`src/rtl/bus_slave_regbank.sv`:
```
// bus_slave_regbank: bus responder with six scratch registers, an access
// counter and an ID word. Ready and read data come a programmable number
// of wait states after each accepted access.
//
//   state   | meaning
//   --------+------------------------------------------------------
//   IDLE    | waiting for a chip-selected, address-strobed request
//   WAIT    | counting down the wait states of the accepted access
//   RESP    | ready cycle: s_rdy_ low, read data valid, write commits
module bus_slave_regbank #(
  parameter int unsigned WAIT_CYCLES = 0,
  parameter logic [31:0] ID_VALUE    = 32'h0000_0000
) (
  input  logic        clk,
  input  logic        reset,
  input  logic        s_cs_,
  input  logic        s_as_,
  input  logic        s_rw,
  input  logic [29:0] s_addr,
  input  logic [31:0] s_wr_data,
  output logic [31:0] s_rd_data,
  output logic        s_rdy_
);

  typedef enum logic [1:0] {
    ST_IDLE = 2'd0,
    ST_WAIT = 2'd1,
    ST_RESP = 2'd2
  } state_e;

  // Counter is loaded with one less than the wait count: the terminal
  // count of zero is itself the last wait cycle.
  localparam logic [3:0] WAIT_LOAD = (WAIT_CYCLES > 0) ? 4'(WAIT_CYCLES - 1) : 4'd0;

  state_e             state_q, state_d;
  logic [3:0]         cnt_q, cnt_d;
  logic [2:0]         addr_q, addr_d;
  logic               rw_q, rw_d;
  logic [31:0]        wdata_q, wdata_d;
  logic [5:0][31:0]   regs_q, regs_d;
  logic [31:0]        acc_q, acc_d;
  logic               rdy_n_q, rdy_n_d;
  logic [31:0]        rd_data_q, rd_data_d;
  logic [31:0]        rd_mux;
  logic               accept;

  // Upper address bits take no part in decode.
  logic unused_addr_bits;
  assign unused_addr_bits = ^s_addr[29:3];

  assign accept    = (state_q == ST_IDLE) && !s_cs_ && !s_as_;
  assign s_rdy_    = rdy_n_q;
  assign s_rd_data = rd_data_q;

  // State, request latches, register file and registered outputs.
  always_ff @(posedge clk) begin
    if (reset) begin
      state_q   <= ST_IDLE;
      cnt_q     <= '0;
      addr_q    <= '0;
      rw_q      <= 1'b0;
      wdata_q   <= '0;
      regs_q    <= '0;
      acc_q     <= '0;
      rdy_n_q   <= 1'b1;
      rd_data_q <= '0;
    end else begin
      state_q   <= state_d;
      cnt_q     <= cnt_d;
      addr_q    <= addr_d;
      rw_q      <= rw_d;
      wdata_q   <= wdata_d;
      regs_q    <= regs_d;
      acc_q     <= acc_d;
      rdy_n_q   <= rdy_n_d;
      rd_data_q <= rd_data_d;
    end
  end

  // Next state, wait-state down-counter and request capture.
  always_comb begin
    state_d = state_q;
    cnt_d   = cnt_q;
    addr_d  = addr_q;
    rw_d    = rw_q;
    wdata_d = wdata_q;
    case (state_q)
      ST_IDLE: begin
        if (accept) begin
          addr_d  = s_addr[2:0];
          rw_d    = s_rw;
          wdata_d = s_wr_data;
          if (WAIT_CYCLES > 0) begin
            state_d = ST_WAIT;
            cnt_d   = WAIT_LOAD;
          end else begin
            state_d = ST_RESP;
          end
        end
      end
      ST_WAIT: begin
        if (cnt_q == 4'd0) state_d = ST_RESP;
        else               cnt_d   = cnt_q - 4'd1;
      end
      ST_RESP: state_d = ST_IDLE;
      default: state_d = ST_IDLE;
    endcase
  end

  // Read mux over the latched (or just-accepted) register index.
  always_comb begin
    rd_mux = '0;
    case (addr_d)
      3'd0: rd_mux = regs_q[0];
      3'd1: rd_mux = regs_q[1];
      3'd2: rd_mux = regs_q[2];
      3'd3: rd_mux = regs_q[3];
      3'd4: rd_mux = regs_q[4];
      3'd5: rd_mux = regs_q[5];
      3'd6: rd_mux = acc_q;
      default: rd_mux = ID_VALUE;
    endcase
  end

  // Outputs are registered one edge ahead so they line up with RESP.
  always_comb begin
    rdy_n_d   = (state_d != ST_RESP);
    rd_data_d = ((state_d == ST_RESP) && rw_d) ? rd_mux : 32'd0;
  end

  // Write commit and access count on the edge that ends RESP.
  always_comb begin
    regs_d = regs_q;
    acc_d  = acc_q;
    if (state_q == ST_RESP) begin
      acc_d = acc_q + 32'd1;
      if (!rw_q) begin
        for (int i = 0; i < 6; i++) begin
          if (addr_q == 3'(i)) regs_d[i] = wdata_q;
        end
      end
    end
  end

endmodule

```
`config.mk`:
```
export PLATFORM = sky130hd
export DESIGN_NAME = bus_slave_regbank
export DESIGN_NICKNAME = d
export VERILOG_FILES = /design/src/rtl/bus_slave_regbank.sv
export SDC_FILE = /design/constraint.sdc
export NUM_CORES = 1
export LEC_CHECK = 0
export BUFFER_PORTS_ARGS = -buffer_cell sky130_fd_sc_hd__buf_2
export CORE_ASPECT_RATIO = 1.5
export CORE_UTILIZATION = 50
export DETAILED_ROUTE_END_ITERATION = 10
export MAX_ROUTING_LAYER = met4
export PLACE_DENSITY = 0.72
export RECOVER_POWER = 50
export SLEW_MARGIN = 5
export SYNTH_ARGS = -nofsm -noshare
export SYNTH_HDL_FRONTEND = slang
export SYNTH_SLANG_ARGS = --single-unit
export TNS_END_PERCENT = 10
```
`constraint.sdc`:
```
create_clock -name clk -period 2.9 [get_ports clk]
set_clock_uncertainty 0.1 [all_clocks]
set_input_delay 0.58 -clock clk [delete_from_list [all_inputs] [get_ports clk]]
set_output_delay 0.58 -clock clk [all_outputs]
set_load 0.02 [all_outputs]
```
==> flow_summary.yaml <==
critical_path:
  cp.arrival_ns: 3.04
  reg2reg_from: "state_q[0]$_SDFF_PP0_"
  crit_required_ns: 3.28
  end_kind: "flip-flop"
  path_class: "reg2reg"
  r2r_setup_slack_ns: 0.24
  critPathLaunch: "state_q[0]$_SDFF_PP0_"
  r2r_end: "regs_q[89]$_SDFFE_PP0P_"
  cp-endpoint: "regs_q[89]$_SDFFE_PP0P_"
  start_kind: "flip-flop"
  crit_fanout: 19
  r2r_cells: 7
routing:
  wl_per_cell_um: 17.7
  vias: 10300
  drc_errors: 0
  firstDrtPassIters: 10
  routed_via_density: 5.62
  postRouteAntennaNets: 0
  wl_um: 32600
  dr.first_iter.drc_count: 963
clock_tree:
  clkLatencyLatePin_ns: 0.55
  cts.sinks: 299
  cts_tree: "built"
  cts.root.buffer_cell: "clkbuf_16"
  postCtsSetupRepairBufs: 0
  cts_hold_buf: 0
  clk_pin_slew_ns: 0.06
  htree_levels: 1
  clock_path_buffers: 3
  ctsResizeCount: 0
  numCtsBuffers: 28
cells_and_area:
  drive_above_1_share: 0.0881
  area_growth_pct: 13.9
  fin_util: 0.579
  nets: 1568
  diodes: 0
  layout_common_cells: "470 x nand2_1, 299 x dfxtp_1, 238 x a21oi_1"
  mostFrequentLayoutCell: "nand2_1"
  nFillCells: 2238
timing:
  rsz0062_at_grt: "false"
  fin_hold_ws_ns: 0.165
  relSlewSlack: 0.126
  finalMaxSlewViolations: 0
  finalSetupTns_ns: 0
  max_freq_mhz: 376
  finalCriticalPeriod_ns: 2.66
  worst_slew_pin_slew_ns: 1.31
  finalSetupViolCount: 0
  final.period_utilization: 0.918
  worst_slack_ns: 0.238
  hold_viol: 0
grt:
  grt_pass1_wl_um: 51500
  grt_start_max_net_pins: 107
  antenna_found_initial: 0
  grt_use_total: 0.274
  grt_pass1_vias: 9680
  grt.overflow.total: 0
synth:
  synth_top_area_cell: "dfxtp_1"
  syn-cell-area_sq_um: 12000
  ys_seq_area_frac: 0.498
  synth_cell_type_count: 45
  synth_cells: 1460
  synth_top_area_share: 0.498
  synth_area_per_cell_sq_um: 8.23
  synth.area.top_cells: "dfxtp_1 50%, nand2_1 15%, a21oi_1 9.9%, mux2i_1 5.7%, clkbuf_1 3.0%"
  yosysWarnings: 0
  synth-seq-cells: 299
  synth_nets: 1529
placed_design:
  gp_congestion: 0.818
  port_buffers: 72
  dp_hpwl_um: 20000
  pre_cts_slack_ns: 0.0888
floorplan:
  num_rows: 69
  die_y_um: 192
  coreArea_sq_um: 23700
  start_util: 0.508
  ios: 100
  floorplan.die_area_sq_um: 24700
  die_w_um: 129
power:
  power.total_w: 0.00844
  power_density_nw_per_um2: 616
  ir_worst_vdd_v: 0.000658
  power_leakage_nw: 4.83
flow_run:
  drv_cap: 0
min_path:
  hold_class: "in2reg"
run_status:
  outcome: "complete, no violations"
==> flip-flops by register name (all words and copies together), names as in the netlist <==
signal and cells:
s_rd_data 32, s_rdy_ 1, addr_q 3, rw_q 1, regs_q 192, wdata_q 32, state_q 2, cnt_q 4
acc_q 32
==> layer usage <==
| metal | track usage | up-vias | routed length, um |
|---|---|---|---|
| met5 | - | - | 0 |
| met4 | 0.0923 | 0 | 1010 |
| met3 | 0.0312 | 60 | 1930 |
| met2 | 0.487 | 351 | 16700 |
| met1 | 0.317 | 4882 | 13000 |
| li1 | - | 5045 | - |
==> worst min-delay path by stage <==
stage / to / startpoint / cells past startpoint
3_3_place_gp: regs_q[33]$_SDFFE_PP0P_ / regs_q[33]$_SDFFE_PP0P_ / 2
5_1_grt: wdata_q[19]$_SDFFE_PP0P_ / s_wr_data[19] / 3
2_1_floorplan: regs_q[100]$_SDFFE_PP0P_ / regs_q[100]$_SDFFE_PP0P_ / 2
3_5_place_dp: regs_q[139]$_SDFFE_PP0P_ / regs_q[139]$_SDFFE_PP0P_ / 2
6_report: wdata_q[26]$_SDFFE_PP0P_ / s_wr_data[26] / 3
4_1_cts: wdata_q[19]$_SDFFE_PP0P_ / s_wr_data[19] / 3
==> logic make-up (layout without fill, tap and decap cells) <==
| family | count (synthesis) | count (layout) | synth area share |
|---|---|---|---|
| AO/OA/AOI/OAI | 321 | 321 | 0.159 |
| XOR/XNOR | 24 | 24 | 0.0175 |
| flip-flops | 299 | 299 | 0.498 |
| AND/OR/NAND/NOR | 619 | 619 | 0.218 |
| buffers and inverters | 122 | 183 | 0.0437 |
| adder cells (fa/ha/maj) | 2 | 2 | 0.00208 |
| multiplexers | 73 | 73 | 0.0621 |
==> stage by stage <==
| stage | area [sq um] | instances |
|---|---|---|
| 5_1_grt | 13700 | 1840 |
| 3_3_place_gp | 12800 | 1788 |
| 6_report | 13700 | 1840 |
| 3_5_place_dp | 12800 | 1788 |
| 2_1_floorplan | 12000 | 1460 |
| 4_1_cts | 13800 | 1840 |
==> worst max-delay path, stage by stage, from the launching register on <==
cell and delay (ns):
dfxtp_1 0.31, clkbuf_1 0.19, nand2b_1 0.22, nor2_1 0.26
and3_1 0.23, clkbuf_1 0.97, nand2_1 0.15, a21oi_1 0.16
==> area by class of cell <==
| cell class | instances | area [sq um] | share of cell area |
|---|---|---|---|
| Tap cell | 319 | 399 | 0.0292 |
| Timing Repair Buffer | 121 | 763 | 0.0558 |
| Sequential cell | 299 | 5990 | 0.437 |
| Clock inverter | 7 | 114 | 0.00832 |
| Clock buffer | 45 | 856 | 0.0625 |
| Inverter | 10 | 37.5 | 0.00274 |
| Multi-Input combinational cell | 1039 | 5530 | 0.404 |
==> cell usage after synthesis (all sizes together) <==
| cell type | count |
|---|---|
| xnor2 | 12 |
| ha | 2 |
| nand2 | 470 |
| and4 | 2 |
| o21a | 2 |
| o21ai | 9 |
| and3 | 6 |
| nor4 | 6 |
| a211oi | 1 |
| o221ai | 31 |
| inv | 10 |
| buf | 16 |
| a222oi | 31 |
| or2 | 2 |
| and2 | 35 |
| dfxtp | 299 |
| a22o | 1 |
| nor2 | 35 |
| mux2i | 69 |
| nor3 | 7 |
| nand3 | 13 |
| a21o | 1 |
| nor3b | 7 |
| or4 | 4 |
| a221oi | 1 |
| mux2 | 4 |
| nand4b | 1 |
| o22ai | 1 |
| nand4 | 8 |
| a21oi | 238 |
| or3 | 9 |
| and2b | 1 |
| clkbuf | 96 |
| xor2 | 12 |
| nor2b | 6 |
| a31oi | 5 |
| nand2b | 2 |
| nand3b | 5 |
==> report_power, final <==
part	internal, W	total, W	switching (W)
Sequential	0.00414	0.00419	0.0000539
Combinational	0.000134	0.000401	0.000268
Clock	0.00228	0.00384	0.00156
(Power assumes the default switching activity.)
